<file path="config.mk">
export PLATFORM = sky130hd
export DESIGN_NAME = block_put_flat
export DESIGN_NICKNAME = d
export VERILOG_FILES = /design/src/rtl/block_put_pkg.sv /design/src/rtl/block_put_if.sv /design/src/rtl/block_addr_gen.sv /design/src/rtl/block_put.sv /design/src/flat_wrapper.sv
export SDC_FILE = /design/constraint.sdc
export NUM_CORES = 1
export LEC_CHECK = 0
export CAP_MARGIN = 10
export CORE_MARGIN = 2
export CORE_UTILIZATION = 55
export CTS_BUF_LIST = sky130_fd_sc_hd__clkbuf_8 sky130_fd_sc_hd__clkbuf_16
export CTS_CLUSTER_SIZE = 40
export DETAILED_ROUTE_END_ITERATION = 8
export GPL_ROUTABILITY_DRIVEN = 0
export PLACE_DENSITY = 0.8
export SYNTH_ARGS = -nofsm -noshare
export SYNTH_HDL_FRONTEND = slang
export SYNTH_SLANG_ARGS = --single-unit
</file>
<file path="constraint.sdc">
create_clock -name clk -period 11.58 [get_ports clk]
set_input_delay 2.316 -clock clk [delete_from_list [all_inputs] [get_ports clk]]
set_output_delay 2.316 -clock clk [all_outputs]
set_load 0.1 [all_outputs]
</file>
<file path="src/rtl/block_put_pkg.sv">
// Shared defaults and state encoding for the block extract/put datapath.
package block_put_pkg;
  localparam int DEF_DATA_W = 16;
  localparam int DEF_J      = 2;
  localparam int DEF_K      = 2;
  localparam int DEF_ADDR_W = 10;
  localparam int IDX_W      = 10;
  localparam int WIDE_W     = 2 * IDX_W + 2;

  typedef enum logic [2:0] {
    ST_IDLE,
    ST_SCAN,
    ST_READ,
    ST_WRITE,
    ST_DONE
  } blk_state_e;
endpackage

</file>
<file path="src/rtl/block_put_if.sv">
// Single-port matrix memory bus: one element per slot, read data one cycle after mem_re.
interface block_put_if #(
  parameter int DATA_W = 16,
  parameter int ADDR_W = 10
);
  logic              mem_we;
  logic              mem_re;
  logic [ADDR_W-1:0] mem_addr;
  logic [DATA_W-1:0] mem_wdata;
  logic [DATA_W-1:0] mem_rdata;

  modport master (output mem_we, mem_re, mem_addr, mem_wdata, input mem_rdata);
  modport slave  (input mem_we, mem_re, mem_addr, mem_wdata, output mem_rdata);
endinterface

</file>
<file path="src/rtl/block_addr_gen.sv">
// Block element (i,j) to linear matrix address plus clip flag; shared with block_get.
module block_addr_gen
  import block_put_pkg::*;
#(
  parameter int ADDR_W = DEF_ADDR_W
) (
  input  logic [IDX_W-1:0]  start_row,
  input  logic [IDX_W-1:0]  start_col,
  input  logic [IDX_W-1:0]  num_cols,
  input  logic [IDX_W-1:0]  matrix_len,
  input  logic [IDX_W-1:0]  i,
  input  logic [IDX_W-1:0]  j,
  output logic [ADDR_W-1:0] addr,
  output logic              in_range
);
  logic [IDX_W:0]    row;
  logic [IDX_W:0]    col;
  logic [WIDE_W-1:0] lin;

  // Full-width arithmetic so large coordinates can never alias back into range.
  always_comb begin
    row      = {1'b0, start_row} + {1'b0, i};
    col      = {1'b0, start_col} + {1'b0, j};
    lin      = WIDE_W'(row) * WIDE_W'(num_cols) + WIDE_W'(col);
    in_range = (WIDE_W'(col) < WIDE_W'(num_cols)) && (lin < WIDE_W'(matrix_len));
    addr     = lin[ADDR_W-1:0];
  end
endmodule

</file>
<file path="src/rtl/block_put.sv">
// Scatters a JxK block into row-major matrix memory with clipping and optional accumulate.
// state | meaning: IDLE wait start | SCAN clipped element | READ acc read | WRITE write slot | DONE pulse
module block_put
  import block_put_pkg::*;
#(
  parameter int DATA_W = DEF_DATA_W,
  parameter int J      = DEF_J,
  parameter int K      = DEF_K,
  parameter int ADDR_W = DEF_ADDR_W
) (
  input  logic                    clk,
  input  logic                    rst,
  input  logic                    start,
  input  logic                    accumulate,
  input  logic [IDX_W-1:0]        start_row,
  input  logic [IDX_W-1:0]        start_col,
  input  logic [IDX_W-1:0]        num_cols,
  input  logic [IDX_W-1:0]        matrix_len,
  input  logic [J*K*DATA_W-1:0]   block_in,
  block_put_if.master             mem,
  output logic                    busy,
  output logic                    done
);
  blk_state_e              state;
  logic [IDX_W-1:0]        row_q, col_q, ncols_q, len_q, cur_i, cur_j;
  logic [IDX_W-1:0]        g_row, g_col, g_ncols, g_len, nxt_i, nxt_j;
  logic                    acc_q, g_acc, g_in_range, last, issue;
  logic                    we_q, re_q, acc_wr;
  logic [J*K*DATA_W-1:0]   blk_q, g_blk;
  logic [DATA_W-1:0]       elem, wdata_q;
  logic [ADDR_W-1:0]       g_addr, addr_q;

  // In IDLE the first element is issued straight from the inputs so its slot lands in cycle 1.
  always_comb begin
    g_row   = row_q;
    g_col   = col_q;
    g_ncols = ncols_q;
    g_len   = len_q;
    g_acc   = acc_q;
    g_blk   = blk_q;
    nxt_i   = cur_i;
    nxt_j   = cur_j + IDX_W'(1);
    if (cur_j == IDX_W'(K - 1)) begin
      nxt_i = cur_i + IDX_W'(1);
      nxt_j = '0;
    end
    if (state == ST_IDLE) begin
      g_row   = start_row;
      g_col   = start_col;
      g_ncols = num_cols;
      g_len   = matrix_len;
      g_acc   = accumulate;
      g_blk   = block_in;
      nxt_i   = '0;
      nxt_j   = '0;
    end
    last  = (cur_i == IDX_W'(J - 1)) && (cur_j == IDX_W'(K - 1));
    issue = (state == ST_IDLE) ? start : ((state == ST_SCAN || state == ST_WRITE) && !last);
    elem  = '0;
    for (int e = 0; e < J * K; e++) begin
      if (IDX_W'(e) == nxt_i * IDX_W'(K) + nxt_j) elem = g_blk[e*DATA_W +: DATA_W];
    end
  end

  block_addr_gen #(.ADDR_W(ADDR_W)) u_addr_gen (
    .start_row  (g_row),
    .start_col  (g_col),
    .num_cols   (g_ncols),
    .matrix_len (g_len),
    .i          (nxt_i),
    .j          (nxt_j),
    .addr       (g_addr),
    .in_range   (g_in_range)
  );

  always_ff @(posedge clk or posedge rst) begin
    if (rst) begin
      state   <= ST_IDLE;
      row_q   <= '0;
      col_q   <= '0;
      ncols_q <= '0;
      len_q   <= '0;
      acc_q   <= 1'b0;
      blk_q   <= '0;
      cur_i   <= '0;
      cur_j   <= '0;
      we_q    <= 1'b0;
      re_q    <= 1'b0;
      acc_wr  <= 1'b0;
      addr_q  <= '0;
      wdata_q <= '0;
      busy    <= 1'b0;
      done    <= 1'b0;
    end else begin
      done <= 1'b0;
      if (issue) begin
        if (state == ST_IDLE) begin
          row_q   <= start_row;
          col_q   <= start_col;
          ncols_q <= num_cols;
          len_q   <= matrix_len;
          acc_q   <= accumulate;
          blk_q   <= block_in;
        end
        cur_i  <= nxt_i;
        cur_j  <= nxt_j;
        busy   <= 1'b1;
        we_q   <= g_in_range && !g_acc;
        re_q   <= g_in_range && g_acc;
        acc_wr <= 1'b0;
        if (g_in_range) begin
          addr_q  <= g_addr;
          wdata_q <= elem;
        end
        state <= !g_in_range ? ST_SCAN : (g_acc ? ST_READ : ST_WRITE);
      end else begin
        case (state)
          ST_READ: begin
            re_q   <= 1'b0;
            we_q   <= 1'b1;
            acc_wr <= 1'b1;
            state  <= ST_WRITE;
          end
          ST_SCAN, ST_WRITE: begin
            we_q   <= 1'b0;
            acc_wr <= 1'b0;
            done   <= 1'b1;
            state  <= ST_DONE;
          end
          ST_DONE: begin
            busy  <= 1'b0;
            state <= ST_IDLE;
          end
          default: ;
        endcase
      end
    end
  end

  // Read data arrives during the WRITE cycle, so the accumulate sum is formed there.
  assign mem.mem_we    = we_q;
  assign mem.mem_re    = re_q;
  assign mem.mem_addr  = addr_q;
  assign mem.mem_wdata = acc_wr ? (mem.mem_rdata + wdata_q) : wdata_q;
endmodule

</file>
<file path="src/flat_wrapper.sv">
// flat-port wrapper written by rule: the top's interface ports become plain ports
module block_put_flat import block_put_pkg::*;
#(
  parameter int DATA_W = DEF_DATA_W,
  parameter int J      = DEF_J,
  parameter int K      = DEF_K,
  parameter int ADDR_W = DEF_ADDR_W
)
  (clk, rst, start, accumulate, start_row, start_col, num_cols, matrix_len, block_in, busy, done, mem_mem_we, mem_mem_re, mem_mem_addr, mem_mem_wdata, mem_mem_rdata);
  block_put_if #(.DATA_W(DATA_W), .ADDR_W(ADDR_W)) mem_i ();
  input  logic clk;
  input  logic rst;
  input  logic start;
  input  logic accumulate;
  input  logic [IDX_W-1:0] start_row;
  input  logic [IDX_W-1:0] start_col;
  input  logic [IDX_W-1:0] num_cols;
  input  logic [IDX_W-1:0] matrix_len;
  input  logic [J*K*DATA_W-1:0] block_in;
  output logic busy;
  output logic done;
  output wire logic [$bits(mem_i.mem_we)-1:0] mem_mem_we;
  output wire logic [$bits(mem_i.mem_re)-1:0] mem_mem_re;
  output wire logic [$bits(mem_i.mem_addr)-1:0] mem_mem_addr;
  output wire logic [$bits(mem_i.mem_wdata)-1:0] mem_mem_wdata;
  input wire logic [$bits(mem_i.mem_rdata)-1:0] mem_mem_rdata;
  assign mem_mem_we = mem_i.mem_we;
  assign mem_mem_re = mem_i.mem_re;
  assign mem_mem_addr = mem_i.mem_addr;
  assign mem_mem_wdata = mem_i.mem_wdata;
  assign mem_i.mem_rdata = mem_mem_rdata;
  block_put #(.DATA_W(DATA_W), .J(J), .K(K), .ADDR_W(ADDR_W)) u_core (.clk(clk), .rst(rst), .start(start), .accumulate(accumulate), .start_row(start_row), .start_col(start_col), .num_cols(num_cols), .matrix_len(matrix_len), .block_in(block_in), .mem(mem_i), .busy(busy), .done(done));
endmodule
</file>
# After elaboration in Yosys (flattened, before gate mapping)
# Index checks and enable logic that the tools add are counted.
[totals]
wordCells = 80
mem_bits_rw = 0
in_bits = 124
mem_count = 0
out_inout_bits = 30
latch_bits = 0
mem_bits_ro = 0
register_bits = 159
[classes]
n_mux = 29
n_mul = 1
order_cmp = 2
n_reduce_logical = 16
div_mod_pow = 0
bitwise = 0
add_sub_neg = 7
eq_ne = 9
shifts = 0
[ops]
columns = ["operator", "n"]
rows = [
  ["$mux W10", 8],
  ["$mux W16", 5],
  ["$mux W64", 1],
  ["$add A10 B10 Y11", 2],
  ["$add A21 B11 Y22", 1],
  ["$lt A22 B10 Y1", 1],
  ["$mul A11 B10 Y21", 1],
  ["$add A10 B1 Y10 const B", 2],
  ["$eq A10 B1 Y1 const B", 2],
  ["$eq A2 B10 Y1 const A", 2],
  ["$add A16 B16 Y16", 1],
  ["$lt A11 B10 Y1", 1],
  ["$mux W1", 11],
  ["$add A10 B10 Y10", 1],
  ["$eq A1 B10 Y1 const A", 1],
  ["$logic_not A10 Y1", 1],
  ["$pmux W3 S3", 1],
  ["$eq A3 B2 Y1 const B", 2],
  ["$mux W3", 2],
  ["$logic_and A1 B1 Y1", 5],
  ["$reduce_bool A2 Y1", 2],
  ["$reduce_bool A4 Y1", 1],
  ["$eq A3 B1 Y1 const B", 1],
  ["$eq A3 B3 Y1 const B", 1],
  ["other kinds (7)", 8],
]

# Logic depth before layout (Yosys ltp)
# Gate-level depths: netlist of run 1.
[depth]
depth_word = 10
ltp_mapped = 45
ltp_nobuf = 40

# Hierarchy
# Synthesis of run 1 repeated with hierarchy kept, for this count alone.
[hier_totals]
cells_unflattened = 1597
area_unflattened_um2 = 14401.3
[modules_own_cells]
columns = ["mod", "area_per_inst_um2", "cells_per_inst", "n_inst", "seq_area_each_um2"]
rows = [
  ["block_put", 8871.0, 934, 1, 3978.8],
  ["block_addr_gen", 5530.3, 663, 1, 0.0],
]

# Worst setup path after synthesis of run 1
# Ideal clock, no wire load.
[synth_path]
path_type = "reg-to-reg"
from = "register u_core.state[1]"
to = "register u_core.addr_q[0], in the netlist u_core.mem.mem_addr[0]"
setup_slack_ns = 0.981
period_less_slack_ns = 10.599
n_path_buf = 9
required_ns = 11.452
setup_time_ns = 0.128
path_stages_with_launch = 42
arrival_ns = 10.471
cell_sequence = "dfrtp_1 > buf_2 > nor3_4 > clkbuf_1 > clkbuf_1 > clkbuf_1 > clkbuf_1 > clkbuf_1 > o21ai_0 > ha_1 > a31oi_1 > o221ai_1 > a311oi_1 > or2_1 > xnor2_1 > or2_2 > fa_1 > inv_1 > [... 6 more ...] > fa_1 > inv_1 > ha_1 > or3_1 > o22a_1 > xor2_1 > ha_1 > nand4_1 > nor3b_1 > nor4_1 > nand4_1 > nand4b_1 > or4_1 > buf_2 > or2_1 > buf_2 > buf_6 > mux2_1"
[synth_via]
elab_chain_cells = 8
elab_cells_between_ends = 20
cone_classes = "add/sub: 3; mul: 1; order compare: 2; eq/ne: 2; mux: 7; reduce/logical: 5"
[synth_lines]
columns = ["item", "line", "source"]
rows = [
  ["from (decl)", "block_put.sv:24", "blk_state_e state;"],
  ["from (signal assigned)", "block_put.sv:115", "state <= !g_in_range ? ST_SCAN : (g_acc ? ST_READ : ST_WRITE);"],
  ["$logic_not A3 Y1 *", "block_put.sv:47", "if (state == ST_IDLE) begin"],
  ["$mux W10, on equally long branches", "-", ""],
  ["$add A10 B10 Y11", "block_addr_gen.sv:22", "row = {1'b0, start_row} + {1'b0, i};"],
  ["$mul A11 B10 Y21", "block_addr_gen.sv:24", "lin = WIDE_W'(row) * WIDE_W'(num_cols) + WIDE_W'(col);"],
  ["$add A21 B11 Y22 *", "block_addr_gen.sv:24", ""],
  ["named net u_core.g_addr[9]", "block_put.sv:31", "logic [ADDR_W-1:0] g_addr, addr_q;"],
  ["$lt A22 B10 Y1 *", "block_addr_gen.sv:25", "in_range = (WIDE_W'(col) < WIDE_W'(num_cols)) && (lin < WIDE_W'(matrix_len));"],
  ["$logic_and A1 B1 Y1 *", "block_addr_gen.sv:25", ""],
  ["$reduce_and A2 Y1 (no source line) *", "-", ""],
  ["to (signal assigned)", "block_put.sv:112", "addr_q <= g_addr;"],
  ["to (decl)", "block_put.sv:31", ""],
]
# The timed path passes the listed nets; every way through them passes the cells marked *.
# A chain may end at the register's enable or synchronous reset.

# Final worst setup path of run 1
[layout_path]
from = "input port start_row[0]"
to = "register u_core.wdata_q[7]"
[layout_via]
elab_chain_cells = 7
[layout_lines]
columns = ["item", "line", "source"]
rows = [
  ["from (decl)", "flat_wrapper.sv:15", "input logic [IDX_W-1:0] start_row;"],
  ["$mux W10", "-", ""],
  ["named net u_core.g_row[0]", "block_put.sv:26", "logic [IDX_W-1:0] g_row, g_col, g_ncols, g_len, nxt_i, nxt_j;"],
  ["$add A10 B10 Y11", "block_addr_gen.sv:22", ""],
  ["$mul A11 B10 Y21", "block_addr_gen.sv:24", ""],
  ["$add A21 B11 Y22", "block_addr_gen.sv:24", ""],
  ["named net u_core.g_addr[9]", "block_put.sv:31", ""],
  ["$lt A22 B10 Y1", "block_addr_gen.sv:25", ""],
  ["$logic_and A1 B1 Y1", "block_addr_gen.sv:25", ""],
  ["$reduce_and A2 Y1 (no source line)", "-", ""],
  ["to (signal assigned)", "block_put.sv:113", "wdata_q <= elem;"],
  ["to (decl)", "block_put.sv:30", "logic [DATA_W-1:0] elem, wdata_q;"],
]
# The timed path passes the listed nets, and every way through them passes these cells.

==> impl_results.md, run 1 <==
* First-pass GRT wire length at 68100 um
* #FFs+latches synth at 159
* R2r worst-path depth at 37
* Pins Over Slew Limit at 0
* Initial cell density of the core at 0.557
* Syn Inst Count at 1792
* Clock Pin Slew Worst Setup and Hold Paths at 0.07 ns
* Area of all placed cells without fillers at 0.0174 mm^2
* Vias in the first global route at 13439
* CP Capture Type: flop
* Worst Hold Class: flop to flop
* Area growth, synth to finish at 16.7%
* CP Max Fanout at 16
* Core Rows at 60
* Worst skew pair latency at 0.45 ns
* PortBufs at 153
* Initial antenna violation count at 0
* Final Cycle Share at 0.953
* Post-synthesis sequential area ratio at 0.267
* Vias per inst at 6.05
* WP data required at 11.88 ns
* Crit path max-delay cell type: or4_1
* DR DRC count at 0
* Via count at 13680
* Max_cap viols at 0
* Antenna-violating nets left at 0
* Most common cell in the synthesized netlist: nand2_1
* Unrepaired setup endpoints after global routing: no
* Syn Area/Cell at 8.30 um^2
* Post-synth top area share at 0.267
* Synth top cells by count: nand2_1 (416), dfrtp_1 (159), inv_1 (137), nor2_1 (131), ha_1 (123)
* Hold violation total from the final report at 0
* Worst EP arrival at 11.34 ns
* Routed wire length at 41900 um
* Yosys warnings at 0
* Achievable Freq at 90.6 MHz
* Layout cells sized above 1 at 0.0693
* Dpl hpwl at 30800 um
* DR pass1 iterations at 5
* Resize count post-CTS at 0
* Area contributors post-synth: dfrtp_1 (27%), fa_1 (11%), nand2_1 (10%), ha_1 (10%), inv_1 (3.5%)
* Status: finished clean
* Slew headroom at 0.217
* FF-to-FF Start: u_core.cur_j[3]
* GR Overflow Total at 0
* Maximum clock path buffer count at 2
* Initial DRC Count at 1279
* Synthesized area at 0.0149 mm^2
* Slew @ Worst Pin at 1.18 ns
* Slowest cell delay on critical path at 0.62 ns
* Mapped Nets at 2123
* Final setup fails at 0
* Die Area at 0.0284 mm^2
* Most used DFF post-synth: dfrtp_1
* Num CTS Buffers at 17
* Post-CTS setup buffers at 0
* Layout net count at 2238
* Cell variety after synth at 82
* # H-tree levels at 4
* Routed WL per cell at 18.5 um
* Worst setup startpoint: start_row[0]
* Die Wd at 168 um
* CTS hold repair buffers at 0
* Placement Cell Area at 0.0167 mm^2
* Hold Crit Start: u_core.busy
* CTS root buf: clkbuf_16
* # fillers at 2151
* CTS tree: built
* Largest area contributor in the netlist: dfrtp_1
* Worst Hold Depth at 2
* Core area at 0.0267 mm^2
* Async set or reset register ratio after synthesis at 1.00
* EDFF count, synth at 0
* Worst Skew at 0.0229 ns
* Final Critical Period at 11.04 ns
* Largest net degree at the start of global routing at 88
* Critical Path Source Type: input port
* Clk sinks at 159
* Sum of negative setup slack at 0 ns
* GRT Total Usage at 0.298
* Kind of critical path: input port to flop
* I/O Pins at 154
* Height of the die at 168 um
-- cell type report --
| cell class | count | area, um^2 | share of cell area |
|---|---|---|---|
| diodes | 2 | 5.00 | 0.000288 |
| clock buffers | 17 | 425 | 0.0245 |
| clock inverters | 15 | 199 | 0.0115 |
| inverters | 138 | 523 | 0.0301 |
| multi-input cells | 1409 | 10000 | 0.579 |
| flip-flops and latches | 159 | 3980 | 0.229 |
| well taps | 341 | 427 | 0.0246 |
| repair buffers | 182 | 1750 | 0.101 |
-- critical path, delay by kind of cell --
family	cells	cell delay, ns
and+or+nand+nor	13	3.02
AOI/OAI and AO/OA	5	1.27
buffers and inverters	7	0.89
adders and majority gates	9	3.53
xor gates and xnor gates	2	0.30
-- cell families after synthesis --
logic type / after synthesis / share of synthesized area
and+or+nand+nor: 781 / 0.236
AOI/OAI and AO/OA: 286 / 0.130
buffers and inverters: 224 / 0.0591
adders and majority gates: 207 / 0.217
DFF: 159 / 0.267
muxes: 80 / 0.0576
xor gates and xnor gates: 55 / 0.0333
-- final timing paths --
| check | to | slack (ns) |
|---|---|---|
| setup reg to reg | u_core.wdata_q[7] | 0.91 |
| hold / removal | u_core.busy | 0.48 |
| max in group asynchronous | u_core.ncols_q[7] | 7.65 |
| hold reg to reg | u_core.busy | 0.48 |
| min in group asynchronous | u_core.blk_q[13] | 2.39 |
| setup / recovery | u_core.wdata_q[7] | 0.54 |
-- per-layer routing --
layer  GRT usage  wire length, um  up-vias
li1            -                -     6337
met5           0                0        -
met1       0.391            17000     6595
met4       0.122             1520        0
met2       0.491            19900      646
met3      0.0540             3580      102
-- cells in the final DEF, fill, tap and decap left out, types with 7 or more instances in the layout --
cell type,count
nand2_1,414
dfrtp_1,159
clkdlybuf4s50_1,153
inv_1,136
nor2_1,130
ha_1,123
fa_1,84
a21oi_1,66
o21ai_0,50
nand3_1,50
nor3_1,39
mux2i_1,38
mux2_2,38
xnor2_1,31
buf_4,29
nand2b_1,28
a31oi_1,27
xor2_1,22
o22ai_1,19
clkbuf_16,17
a32oi_1,16
nor2b_1,15
and2_1,14
a21o_1,12
nand4_1,12
or2_2,10
or3_1,9
o21a_1,9
o31ai_1,9
nor3b_1,8
nor4_1,8
and3_1,8
or2_1,7
-- stage by stage --
| step | instances | util | setup WS [ns] | hold WS (ns) |
|---|---|---|---|---|
| 6_report | 2263 | 0.649 | 0.545 | 0.477 |
| 5_1_grt | 2261 | 0.649 | 0.0459 | 0.502 |
| 4_1_cts | 2261 | 0.649 | 0.613 | 0.481 |
| 3_5_place_dp | 2229 | 0.625 | 0.219 | 0.461 |
| 3_3_place_gp | 2229 | 0.625 | 0.395 | 0.456 |
| 2_1_floorplan | 1792 | - | 0.981 | 0.445 |
-- registers in the layout, summed over array words and instances (netlist names) --
name and count:
u_core.mem.mem_we 1, u_core.acc_wr 1, u_core.done 1, u_core.mem.mem_addr 10, u_core.mem.mem_re 1, u_core.wdata_q 16
u_core.col_q 10, u_core.cur_i 10, u_core.busy 1, u_core.cur_j 10, u_core.len_q 10, u_core.row_q 10
u_core.state 3, u_core.acc_q 1, u_core.ncols_q 10, u_core.blk_q 64
Power of run 1 is not shown: default switching activity piles up to over one toggle a cycle in this logic, so the estimate is an artifact.
==> run 2: changes to the inputs <==
SLEW_MARGIN = 25   (was unset)
==> run 2 against run 1 <==
Net effect: first-iteration DRC count up 5.8%; worst setup slack lost 0.0066 ns; fmax about the same; clock skew rose by 0.0042 ns; final cell count is essentially flat; count of clock-buffer cells in the layout stayed put; global-route usage unchanged; design area about the same; sequential cell count stayed put; via count hardly changed; register-to-register slack worse by 0.02 ns; die area is the same.
==> impl_results.md, run 2 (synthesis gave the netlist of run 1 again) <==
* Initial antenna violation count at 0
* CP Capture Type: flop
* Initial DRC Count at 1353
* Max_cap viols at 0
* # fillers at 2149
* Unrepaired setup endpoints after global routing: no
* Slew headroom at 0.284
* Die Wd at 168 um
* WP data required at 11.89 ns
* Slew @ Worst Pin at 1.07 ns
* Worst Hold Depth at 2
* Antenna-violating nets left at 0
* Final setup fails at 0
* FF-to-FF Start: u_core.cur_j[3]
* CTS root buf: clkbuf_16
* Worst EP arrival at 11.35 ns
* CP Max Fanout at 16
* First-pass GRT wire length at 68100 um
* Reg-to-reg setup timing slack at 0.89 ns
* CTS hold repair buffers at 0
* GR Overflow Total at 0
* GRT Total Usage at 0.298
* R2r worst-path depth at 37
* Largest net degree at the start of global routing at 88
* Area growth, synth to finish at 16.7%
* Via count at 13668
* Clock Pin Slew Worst Setup and Hold Paths at 0.07 ns
* CTS tree: built
* Final Critical Period at 11.04 ns
* Achievable Freq at 90.6 MHz
* Core Rows at 60
* FF/Latch Area at 0.00398 mm^2
* Vias in the first global route at 13439
* Initial cell density of the core at 0.557
* Hold violation total from the final report at 0
* DR pass1 iterations at 6
* Worst setup startpoint: start_row[0]
* Area of the multi-input gates at 0.0100 mm^2
* Num CTS Buffers at 17
* Commonest non-fill, non-tap cells in the layout: nand2_1 (414), dfrtp_1 (159), clkdlybuf4s50_1 (153)
* Maximum clock path buffer count at 2
* Largest regs: u_core.blk_q: 64 flops, u_core.wdata_q: 16 flops
* Core area at 0.0267 mm^2
* Worst Skew at 0.0270 ns
* Most flop-heavy register: u_core.blk_q
* Layout net count at 2238
* Crit path max-delay cell type: or4_1
* Status: finished clean
* Dpl hpwl at 30800 um
* Sum of negative setup slack at 0 ns
* Most common cell after layout, fill and taps aside: nand2_1
* Clk sinks at 159
* DR DRC count at 0
* # H-tree levels at 4
* Critical Path Source Type: input port
* Die Area at 0.0284 mm^2
* Worst Hold Class: flop to flop
* CP delay by family, top: adder cells
* Height of the die at 168 um
* PortBufs at 153
* Slowest cell delay on critical path at 0.62 ns
* Final Cycle Share at 0.954
* Max FFs per register at 64
* Worst skew pair latency at 0.45 ns
* Kind of critical path: input port to flop
* Hold Path Sink: u_core.busy
* Pins Over Slew Limit at 0
* Reg-to-reg critical path endpoint: u_core.wdata_q[3]
* Routed WL per cell at 18.5 um
* Vias per inst at 6.04
* Hold Crit Start: u_core.busy
* Crit path buf inv count at 7
* WP depth at 36
* Routed wire length at 41800 um
* I/O Pins at 154
* Layout cells sized above 1 at 0.0698
## run 2: area by class of cell
cell class | instances | share of cell area
clock buffer | 17 | 0.0245
antenna | 3 | 0.000432
multi-input combinational | 1409 | 0.579
inverter | 138 | 0.0301
tap | 341 | 0.0246
sequential | 159 | 0.229
clock inverter | 15 | 0.0115
timing repair buffer | 182 | 0.101
## run 2: layer usage
| metal | track usage | vias up | part of all wire |
|---|---|---|---|
| met5 | 0 | - | 0 |
| met4 | 0.122 | 0 | 0.037 |
| met3 | 0.0540 | 100 | 0.084 |
| met2 | 0.491 | 644 | 0.47 |
| met1 | 0.391 | 6574 | 0.41 |
| li1 | - | 6350 | - |
## run 2: how the worst max path moves through the flow
stage	endpoint	slack [ns]
floorplan	u_core.mem.mem_addr[0]	0.98
global placement	u_core.state[0]	0.40
detailed placement	u_core.wdata_q[1]	0.22
CTS	u_core.wdata_q[1]	0.61
global route	u_core.wdata_q[3]	0.05
finish	u_core.wdata_q[3]	0.54
## run 2: worst reg2reg max path: cells and delay by family (launching register included)
kind / cells / cell delay [ns]
compound gates: 5 / 1.28
fa+ha+maj: 9 / 3.58
flops: 1 / 0.47
buf+inv: 6 / 0.48
xor+xnor: 3 / 0.47
simple gates: 14 / 4.29
## run 2: stage by stage
| stage | cell area [um^2] | util | hold WS, ns | cells | setup slack [ns] |
|---|---|---|---|---|---|
| after floorplan | 14900 | - | 0.445 | 1792 | 0.981 |
| after global placement | 16700 | 0.625 | 0.456 | 2229 | 0.395 |
| after detailed placement | 16700 | 0.625 | 0.461 | 2229 | 0.219 |
| after CTS | 17300 | 0.649 | 0.481 | 2261 | 0.613 |
| after global routing | 17400 | 0.649 | 0.502 | 2261 | 0.0458 |
| final | 17400 | 0.650 | 0.479 | 2264 | 0.538 |
## run 2: repair_timing
action / 4_1_cts / 5_1_grt
endpoints found under the hold margin: 0 / 0
endpoints found under the setup margin: 0 / 1
gates resized for setup: 0 / 2
setup buffers: 0 / 0
Power of run 2 is left out for the same reason.
